<file path="src/rtl/gray_step_sequencer.sv">
// Command-driven Gray-code position sequencer: steps a binary/Gray position
// counter up or down a set number of times at a programmable rate.
module gray_step_sequencer #(
    parameter int WIDTH  = 4,
    parameter int STEP_W = 8,
    parameter int DIV_W  = 8
) (
    input  logic              clk,
    input  logic              rst,
    input  logic              cmd_valid,
    output logic              cmd_ready,
    input  logic              cmd_dir,
    input  logic [STEP_W-1:0] cmd_steps,
    input  logic [DIV_W-1:0]  cmd_div,
    input  logic              abort,
    output logic [WIDTH-1:0]  bin_out,
    output logic [WIDTH-1:0]  gray_out,
    output logic              step_strobe,
    output logic              busy,
    output logic              done,
    output logic              aborted
);

    typedef enum logic [1:0] {
        IDLE   = 2'd0,
        RUN    = 2'd1,
        FINISH = 2'd2,
        ABORT  = 2'd3
    } state_t;

    state_t              state_q, state_d;
    logic [WIDTH-1:0]    bin_q, bin_d;
    logic                strobe_q, strobe_d;
    logic [STEP_W-1:0]   remaining_q, remaining_d;
    logic [DIV_W-1:0]    presc_q, presc_d;
    logic [DIV_W-1:0]    div_q, div_d;
    logic                dir_q, dir_d;

    // Ready depends on rst combinationally so no command is taken during reset.
    assign cmd_ready   = (state_q == IDLE) && rst;
    assign busy        = (state_q == RUN) || (state_q == FINISH);
    assign done        = (state_q == FINISH);
    assign aborted     = (state_q == ABORT);
    assign bin_out     = bin_q;
    assign gray_out    = bin_q ^ (bin_q >> 1);
    assign step_strobe = strobe_q;

    always_comb begin
        state_d     = state_q;
        bin_d       = bin_q;
        strobe_d    = 1'b0;
        remaining_d = remaining_q;
        presc_d     = presc_q;
        div_d       = div_q;
        dir_d       = dir_q;

        unique case (state_q)
            IDLE: begin
                if (cmd_valid && cmd_ready) begin
                    dir_d       = cmd_dir;
                    div_d       = cmd_div;
                    remaining_d = cmd_steps;
                    presc_d     = cmd_div;
                    state_d     = (cmd_steps == '0) ? FINISH : RUN;
                end
            end
            RUN: begin
                // Abort wins over a step that falls due on the same edge.
                if (abort) begin
                    state_d = ABORT;
                end else if (presc_q != '0) begin
                    presc_d = presc_q - DIV_W'(1);
                end else begin
                    bin_d       = dir_q ? (bin_q + WIDTH'(1)) : (bin_q - WIDTH'(1));
                    strobe_d    = 1'b1;
                    remaining_d = remaining_q - STEP_W'(1);
                    presc_d     = div_q;
                    if (remaining_q == STEP_W'(1)) begin
                        state_d = FINISH;
                    end
                end
            end
            FINISH: state_d = IDLE;
            ABORT:  state_d = IDLE;
            default: state_d = IDLE;
        endcase
    end

    always_ff @(posedge clk) begin
        if (!rst) begin
            state_q     <= IDLE;
            bin_q       <= '0;
            strobe_q    <= 1'b0;
            remaining_q <= '0;
            presc_q     <= '0;
        end else begin
            state_q     <= state_d;
            bin_q       <= bin_d;
            strobe_q    <= strobe_d;
            remaining_q <= remaining_d;
            presc_q     <= presc_d;
        end
    end

    // Latched command fields are only meaningful while a command runs.
    always_ff @(posedge clk) begin
        div_q <= div_d;
        dir_q <= dir_d;
    end

endmodule

</file>
<file path="config.mk">
export PLATFORM = sky130hd
export DESIGN_NAME = gray_step_sequencer
export DESIGN_NICKNAME = d
export VERILOG_FILES = /design/src/rtl/gray_step_sequencer.sv
export SDC_FILE = /design/constraint.sdc
export NUM_CORES = 1
export LEC_CHECK = 0
export ABC_AREA = 0
export CAP_MARGIN = 10
export CORE_UTILIZATION = 25
export DETAILED_ROUTE_END_ITERATION = 8
export PLACE_DENSITY = 0.51
export SKIP_LAST_GASP = 1
export SYNTH_ARGS = -nofsm -noshare
export SYNTH_HDL_FRONTEND = slang
export SYNTH_SLANG_ARGS = --single-unit
</file>
<file path="constraint.sdc">
create_clock -name clk -period 2.2 [get_ports clk]
set_input_delay 0.33 -clock clk [delete_from_list [all_inputs] [get_ports clk]]
set_output_delay 0.33 -clock clk [all_outputs]
set_load 0.1 [all_outputs]
</file>
# ---- After elaboration in Yosys (flattened, before gate mapping)
# Cells that the tools add are included.
# Widths: inputs -> output; s select.
dict set report word_totals {
  register_bits 32
  inputBits 21
  output_inout_bits 13
  wordCells 55
}
dict set report classes {
  add_sub_neg 4
  n_eq_ne 9
  mux 16
  bitwise 5
  reduce_logical 14
}
# op n
set op_table {}
lappend op_table {{$mux 8} 6}
lappend op_table {{$pmux 8 s2} 2}
lappend op_table {{$sub 8x1->8 const B} 2}
lappend op_table {{$mux 2} 5}
lappend op_table {{$reduce_and 3->1} 3}
lappend op_table {{$eq 8x1->1 const B} 1}
lappend op_table {{$logic_not 8->1} 1}
lappend op_table {{$reduce_bool 8->1} 1}
lappend op_table {{$pmux 2 s3} 1}
lappend op_table {{$add 4x1->4 const B} 1}
lappend op_table {{$eq 2x2->1 const B} 2}
lappend op_table {{$mux 4} 1}
lappend op_table {{$ne 2x2->1 const B} 2}
lappend op_table {{$not 1->1} 4}
lappend op_table {{$reduce_and 4->1} 1}
lappend op_table {{$sub 4x1->4 const B} 1}
lappend op_table {{$xor 4x3->4} 1}
lappend op_table {{$ne 3x2->1 const B} 1}
lappend op_table {{$ne 3x3->1 const B} 1}
lappend op_table {{$reduce_or 3->1} 1}
lappend op_table {{$eq 2x1->1 const B} 1}
lappend op_table {{$logic_and 1x1->1} 2}
lappend op_table {{$logic_not 2->1} 1}
lappend op_table {{$ne 2x1->1 const B} 1}
lappend op_table {{other kinds (5)} 5}

# ---- Logic depth before layout (Yosys ltp)
# Gate-level depths: netlist (run 1).
dict set report logic_depth {
  depth_word 5
  mapped_depth 8
  mapped_depth_nobuf 6
}

# ---- Worst setup path before layout (run 1)
# OpenSTA, ideal clock, no wires.
dict set report synth_path {
  path_type {register to output}
  start {register bin_q[1], in the netlist bin_out[1]}
  end {output port gray_out[1]}
  arrival_ns 2.549
  required_ns 1.870
  setup_slack_ns -0.679
  stages_incl_launch_ff 2
  n_path_buf 0
  cell_sequence {dfxtp_1 > xor2_1}
}
dict set report synth_between {
  elab_chain_len 1
}
# item line
set synth_lines {}
lappend synth_lines {{start: declaration} 32} ;# logic [WIDTH-1:0] bin_q, bin_d;
lappend synth_lines {{start signal: assignment} 98} ;# bin_q <= bin_d;
lappend synth_lines {{$xor 4x3->4} 45} ;# assign gray_out = bin_q ^ (bin_q >> 1);
lappend synth_lines {{end: declaration} 17} ;# output logic [WIDTH-1:0] gray_out,
# No other way between the ends.

# ---- Final worst setup path (run 1)
dict set report layout_path {
  start {register state_q[1]}
  end {register remaining_q[7]}
}
dict set report layout_between {
  elab_chain_len 5
  elab_cells_between_ends 10
  classes_between {4 x eq/ne; 1 x mux; 5 x reduce/logical}
}
# item line
set layout_lines {}
lappend layout_lines {{start: declaration} 31} ;# state_t state_q, state_d;
lappend layout_lines {{start signal: assignment} 97} ;# state_q <= state_d;
lappend layout_lines {{$logic_not 2->1} {40, 57}}
lappend layout_lines {{$logic_and 1x1->1} 40} ;# assign cmd_ready = (state_q == IDLE) && rst;
lappend layout_lines {{$logic_and 1x1->1} 59} ;# if (cmd_valid && cmd_ready) begin
lappend layout_lines {{$ne 2x1->1 (no line)} n/a}
lappend layout_lines {{$reduce_and 4->1 (no line)} n/a}
lappend layout_lines {{end signal: assignment} 100} ;# remaining_q <= remaining_d;
lappend layout_lines {{end: declaration} 34} ;# logic [STEP_W-1:0] remaining_q, remaining_d;
# Parallel ways exist; a longest one is shown, timed or not.
# A chain may end at the register's enable or synchronous reset.

==> results of run 1 <==
-- power breakdown --
part | total (mW) | internal (mW) | switching (mW)
Combinational | 2.48 | 0.957 | 1.53
Sequential | 0.961 | 0.766 | 0.196
Clock | 0.574 | 0.335 | 0.239
-- cell type report --
class                      instances  area [µm²]
timing repair buffer              48       447.9
tap                              102       127.6
clock buffer                       5       68.82
inverter                          11       41.29
fill                             808        5147
clock inverter                     3       42.54
sequential                        32       734.5
multi-input combinational        174        1277
-- worst max-delay path: stages (launching register included) --
cell,delay (ns)
dfxtp_1,0.34
inv_1,0.10
ha_1,0.36
nor2_1,0.12
a211o_1,0.40
o311a_1,0.39
o21a_1,0.18
-- cell families after synthesis --
group	count (synthesis)	share of synthesized area (%)
xor+xnor	6	2.523
mux	4	1.922
flops	32	35.08
fa+ha+maj	12	7.568
simple gates	83	22.94
buf+inv	25	5.766
compound gates	69	24.20
-- worst min-delay path by stage --
stage	cells after the start	to	slack [ns]	startpoint
6_report	2	state_q[1]	0.51	state_q[1]
5_1_grt	2	state_q[1]	0.54	state_q[1]
4_1_cts	2	state_q[1]	0.52	state_q[1]
3_5_place_dp	2	remaining_q[1]	0.51	remaining_q[1]
3_3_place_gp	2	remaining_q[1]	0.49	remaining_q[1]
2_1_floorplan	0	dir_q	0.43	cmd_dir
-- cells in the final DEF, fill, tap and decap left out, drive strengths merged, types with 3 or more instances in the layout --
cell           netlist  final
buf                  9     28
dfxtp               23     23
clkdlybuf4s50        0     20
nor2                17     17
a21oi               16     16
nand2               15     15
o21ai               12     12
inv                 11     11
ha                  11     11
edfxtp               9      9
or3                  7      7
nor3                 7      7
nand3                6      6
and3                 5      5
nor4                 5      5
clkbuf               5      5
nand4                4      4
mux2i                4      4
a31oi                4      4
o31a                 4      4
o311ai               4      4
nor2b                3      3
nor3b                3      3
xnor2                3      3
o22ai                3      3
xor2                 3      3
o211ai               3      3
-- registers in the layout (all words and copies together), names as in the netlist --
signal and cells:
presc_q 8, bin_out 4, dir_q 1, div_q 8, step_strobe 1, remaining_q 8
state_q 2
-- Yosys cell counts (3+ instances only) --
cell      instances
dfxtp_1          23
a21oi_1          16
nor2_1           16
nand2_1          15
ha_1             11
inv_1            11
o21ai_0          11
edfxtp_1          9
or3_1             7
buf_2             6
nand3_1           6
nor3_1            6
and3_1            5
clkbuf_1          5
nor4_1            5
a31oi_1           4
mux2i_1           4
nand4_1           4
nor2b_1           3
nor3b_1           3
o22ai_1           3
o31a_1            3
xnor2_1           3
xor2_1            3
-- layer usage --
| layer | track usage [%] | vias to the layer above |
|---|---|---|
| met2 | 21.81 | 44 |
| met3 | 2.764 | 9 |
| li1 | - | 957 |
| met1 | 18.23 | 931 |
| met4 | 5.000 | 0 |
| met5 | 0 | - |
-- through the flow --
step,setup WS [ns],cells,util (%)
after floorplan,0.02017,231,-
after global placement,0.1215,367,33.33
after detailed placement,0.08831,367,33.33
after CTS,0.1896,375,34.74
after global routing,0.04945,375,34.74
final,0.1908,375,34.74
==> results.py, run 1 <==
metrics = {
    "run_status": {
        "status": "finished, final reports clean",
    },
    "detailed_routing": {
        "avgViaCountPerCell": 5.176,
        "routed_wl_mm": 5.604,
        "routed-wl-met3_um": 195,
        "dr.pass1.iters": 4,
        "avgRoutedWirePerCell_um": 14.94,
        "wl_met2_mm": 2.652,
        "drcViolationCount": 0,
        "drt-met1-wl_mm": 2.672,
        "ant_nets": 0,
        "vias": 1941,
        "top_layer_used": "met4",
        "drt_iter0_drc": 116,
    },
    "logic_synthesis": {
        "avgSynthCellArea_um2": 9.018,
        "synth-async-reset-ratio_pct": 0,
        "synth_top_area_share_pct": 22.10,
        "seq_area_frac_synth_pct": 35.08,
        "synth_seq_cells": 32,
        "netlist_instances": 231,
        "synth.cell_area_um2": 2083,
        "yosys_warnings": 0,
        "ys.flop_type": "dfxtp_1",
        "yosysTopAreaCell": "dfxtp_1",
        "synth_edf_count": 9,
        "ys_types": 61,
        "synth_top_cells_by_area": "dfxtp_1 (22%), edfxtp_1 (13%), ha_1 (6.6%), a21oi_1 (3.8%), nor2_1 (2.9%)",
        "synth_nets": 264,
    },
    "setup_path": {
        "r2r_cells": 6,
        "startpoint": "state_q[1]",
        "crit_required_ns": 2.38,
        "rr_endpoint": "remaining_q[7]",
        "crit_end": "remaining_q[7]",
        "worst_setup_path_end_kind": "register",
        "crit_fanout": 12,
        "crit_path_start_kind": "register",
        "r2r_slack_ns": 0.19,
        "critPathArrivalTime_ns": 2.19,
        "critPathKind": "register to register",
        "regToRegStartpoint": "state_q[1]",
    },
    "sta": {
        "grt_setup_unrepaired": "no",
        "slew_viol_final": 0,
        "timing.hold.ws_ns": 0.5056,
        "max_freq_ghz": 0.4977,
        "final_hold_viol_count": 0,
        "setup-tns-final_ns": 0,
        "layout_min_cycle_time_ns": 2.009,
        "fin_crit_sh_pct": 91.33,
        "finClkSkew_ns": 0.01064,
        "relSlewSlack_pct": 68.24,
        "tightest_slew_ns": 0.4721,
        "finalSetupViolations": 0,
    },
    "cts": {
        "post_cts_buffers": 0,
        "post_cts_resized": 0,
        "htree_num_levels": 2,
        "cts_made_buffers": 5,
        "cts_hold_buffers": 0,
        "cts.path.max_buffers": 2,
        "cts.sinks": 32,
        "cts_tree": "built",
        "root_buffer": "clkbuf_8",
        "clock_latency_ns": 0.29,
        "clkSlewWorstSetupHoldPaths_ns": 0.07,
    },
    "global_routing": {
        "overflow": 0,
        "grt.total_usage_pct": 13.69,
        "grt_max_degree": 26,
        "antenna_found_initial": 0,
        "grt_pass1_wl_mm": 9.273,
        "grt_pass1_vias": 1863,
    },
    "die": {
        "fp.coreArea_um2": 7888,
        "initial_core_util_pct": 26.41,
        "die_w_um": 93.29,
        "fp-row-count": 32,
        "dieArea_um2": 8702,
        "io_pins": 34,
        "die_h_um": 93.29,
    },
    "power_and_ir_drop": {
        "power_density_nw_per_um2": 1467,
        "total_power_mw": 4.019,
        "p_leak_nw": 1.052,
        "ir_drop_mv": 0.4010,
    },
    "place": {
        "post-dp-hpwl_mm": 4.120,
        "io_buffer_count": 33,
        "dpl_cell_area_um2": 2629,
        "gp_congestion": 0.8080,
    },
    "layout": {
        "drive_gt1_share_pct": 20.88,
        "final_net_count": 305,
        "final_cell_area_um2": 2740,
        "area_delta_synth_final_pct": 31.53,
        "n_antenna_cell": 0,
    },
    "hold_path": {
        "hold_path.class": "register to register",
    },
    "job": {
        "drv_cap": 0,
    },
}
Note: power is estimated with default switching activity, not from simulation.
==> inputs of run 2 (changes only) <==
GPL_ROUTABILITY_DRIVEN = 1   (was unset)
MAX_ROUTING_LAYER = met4   (was unset)
==> run 2 against run 1 <==
  * Hold slack hardly changed
  * Non-clock buffer count did not move
  * Register-to-register slack barely moved
  * Flip-flop and latch count is the same
  * First-iteration DRC count down 15%
  * Power is 0.21% lower
  * Worst setup slack improved by 0.0069 ns
  * Count of clock-buffer cells in the layout is the same
  * Die area unchanged
  * Final area unchanged
  * Combinational power is essentially flat
  * Critical endpoint unchanged
  * Highest routed layer unchanged
==> results.py, run 2 (synthesis results as in run 1) <==
metrics = {
    "sta": {
        "layout_min_cycle_time_ns": 2.002,
        "final_hold_viol_count": 0,
        "slew_viol_final": 0,
        "setup-tns-final_ns": 0,
        "max_freq_ghz": 0.4994,
        "tightest_slew_ns": 0.4732,
        "finClkSkew_ns": 0.01030,
        "fin_crit_sh_pct": 91.01,
        "relSlewSlack_pct": 68.16,
        "grt_setup_unrepaired": "no",
        "finalSetupViolations": 0,
    },
    "cts": {
        "cts_made_buffers": 5,
        "htree_num_levels": 2,
        "cts.path.max_buffers": 2,
        "root_buffer": "clkbuf_8",
        "cts.sinks": 32,
        "post_cts_buffers": 0,
        "clock_latency_ns": 0.29,
        "post_cts_resized": 0,
        "clkSlewWorstSetupHoldPaths_ns": 0.07,
        "cts_hold_buffers": 0,
        "cts_tree": "built",
    },
    "power_and_ir_drop": {
        "internal_power_mw": 2.057,
        "switchingPower_mw": 1.952,
        "pwr-share-comb_pct": 61.7,
        "swShare_pct": 48.69,
        "seqPwrFrac_pct": 24.0,
        "p_leak_nw": 1.052,
        "clockPowerShare_pct": 14.3,
        "power_density_nw_per_um2": 1463,
        "ir_drop_mv": 0.4017,
    },
    "place": {
        "gp_congestion": 0.8198,
        "post-dp-hpwl_mm": 4.120,
        "io_buffer_count": 33,
    },
    "detailed_routing": {
        "routed_wl_mm": 5.560,
        "ant_nets": 0,
        "dr.pass1.iters": 4,
        "drcViolationCount": 0,
        "avgViaCountPerCell": 5.181,
        "avgRoutedWirePerCell_um": 14.83,
        "drt_iter0_drc": 99,
        "vias": 1943,
    },
    "die": {
        "io_pins": 34,
        "fp-row-count": 32,
        "dieArea_um2": 8702,
        "initial_core_util_pct": 26.41,
        "die_h_um": 93.29,
        "fp.coreArea_um2": 7888,
        "die_w_um": 93.29,
    },
    "run_status": {
        "status": "finished, final reports clean",
    },
    "setup_path": {
        "critPathKind": "register to register",
        "critPathArrivalTime_ns": 2.18,
        "regToRegStartpoint": "state_q[1]",
        "crit_path_start_kind": "register",
        "r2r_slack_ns": 0.20,
        "crit_required_ns": 2.38,
        "r2r_cells": 6,
        "rr_endpoint": "remaining_q[7]",
        "crit_fanout": 12,
        "worst_setup_path_end_kind": "register",
    },
    "layout": {
        "final_util_pct": 34.74,
        "n_antenna_cell": 0,
        "mostFrequentLayoutCells": "buf_4 (25), dfxtp_1 (20), clkdlybuf4s50_1 (20)",
        "mostFrequentLayoutCell": "buf_4",
        "top_regs": "div_q x8, presc_q x8, remaining_q x8",
        "drive_gt1_share_pct": 20.88,
        "area_delta_synth_final_pct": 31.53,
        "final_net_count": 305,
    },
    "global_routing": {
        "grt_pass1_vias": 1872,
        "grt_pass1_wl_mm": 9.280,
        "overflow": 0,
        "grt_max_degree": 26,
        "grt.total_usage_pct": 14.07,
        "antenna_found_initial": 0,
    },
    "job": {
        "drv_cap": 0,
    },
    "hold_path": {
        "min_path_cells": 2,
        "worstHoldStart": "state_q[1]",
        "hold_path.class": "register to register",
        "hold_end": "state_q[1]",
    },
}
==> run 2: layout make-up <==
class / instances / area (µm²)
clock buffers: 5 / 68.82
clock inverters: 3 / 42.54
fillers: 808 / 5147
inverters: 11 / 41.29
multi-input cells: 174 / 1277
flip-flops and latches: 32 / 734.5
well taps: 102 / 127.6
repair buffers: 48 / 447.9
==> run 2: stage by stage <==
stage	hold WS, ns	instances	power [mW]	setup WS [ns]	cell area, µm²
CTS	0.5172	375	4.026	0.1896	2740
detailed placement	0.5054	367	3.434	0.08831	2629
finish	0.5057	375	4.010	0.1977	2740
global route	0.5361	375	4.303	0.04945	2740
floorplan	0.4289	231	2.766	0.02017	2132
global placement	0.4945	367	3.437	0.1215	2629
==> run 2: worst max-delay path, cell delays in order (launching register included) <==
cell     delay (ns)
dfxtp_1        0.34
inv_1          0.10
ha_1           0.36
nor2_1         0.12
a211o_1        0.40
o311a_1        0.39
o21a_1         0.18
==> run 2: power by group through the flow <==
stage	registers (mW)	clock network (mW)	logic, mW
2_1_floorplan	0.992	0	1.77
3_3_place_gp	0.964	0	2.47
3_5_place_dp	0.966	0	2.47
4_1_cts	0.954	0.591	2.48
5_1_grt	0.993	0.618	2.69
6_report	0.961	0.573	2.48
==> run 2: how the worst max path moves through the flow <==
stage / start / end / slack, ns / cells after the start
2_1_floorplan: bin_out[1] / bin_out[3] / 0.02 / 5
3_3_place_gp: cmd_valid / remaining_q[7] / 0.12 / 5
3_5_place_dp: cmd_valid / remaining_q[7] / 0.09 / 5
4_1_cts: state_q[1] / remaining_q[7] / 0.19 / 6
5_1_grt: state_q[1] / bin_out[3] / 0.05 / 6
6_report: state_q[1] / remaining_q[7] / 0.20 / 6
==> run 2: routing by layer <==
layer	part of all wire (%)	GRT usage, %
met1	47	18.28
met2	47	21.81
met3	3.8	2.683
met4	1.6	5.000
met5	0	-
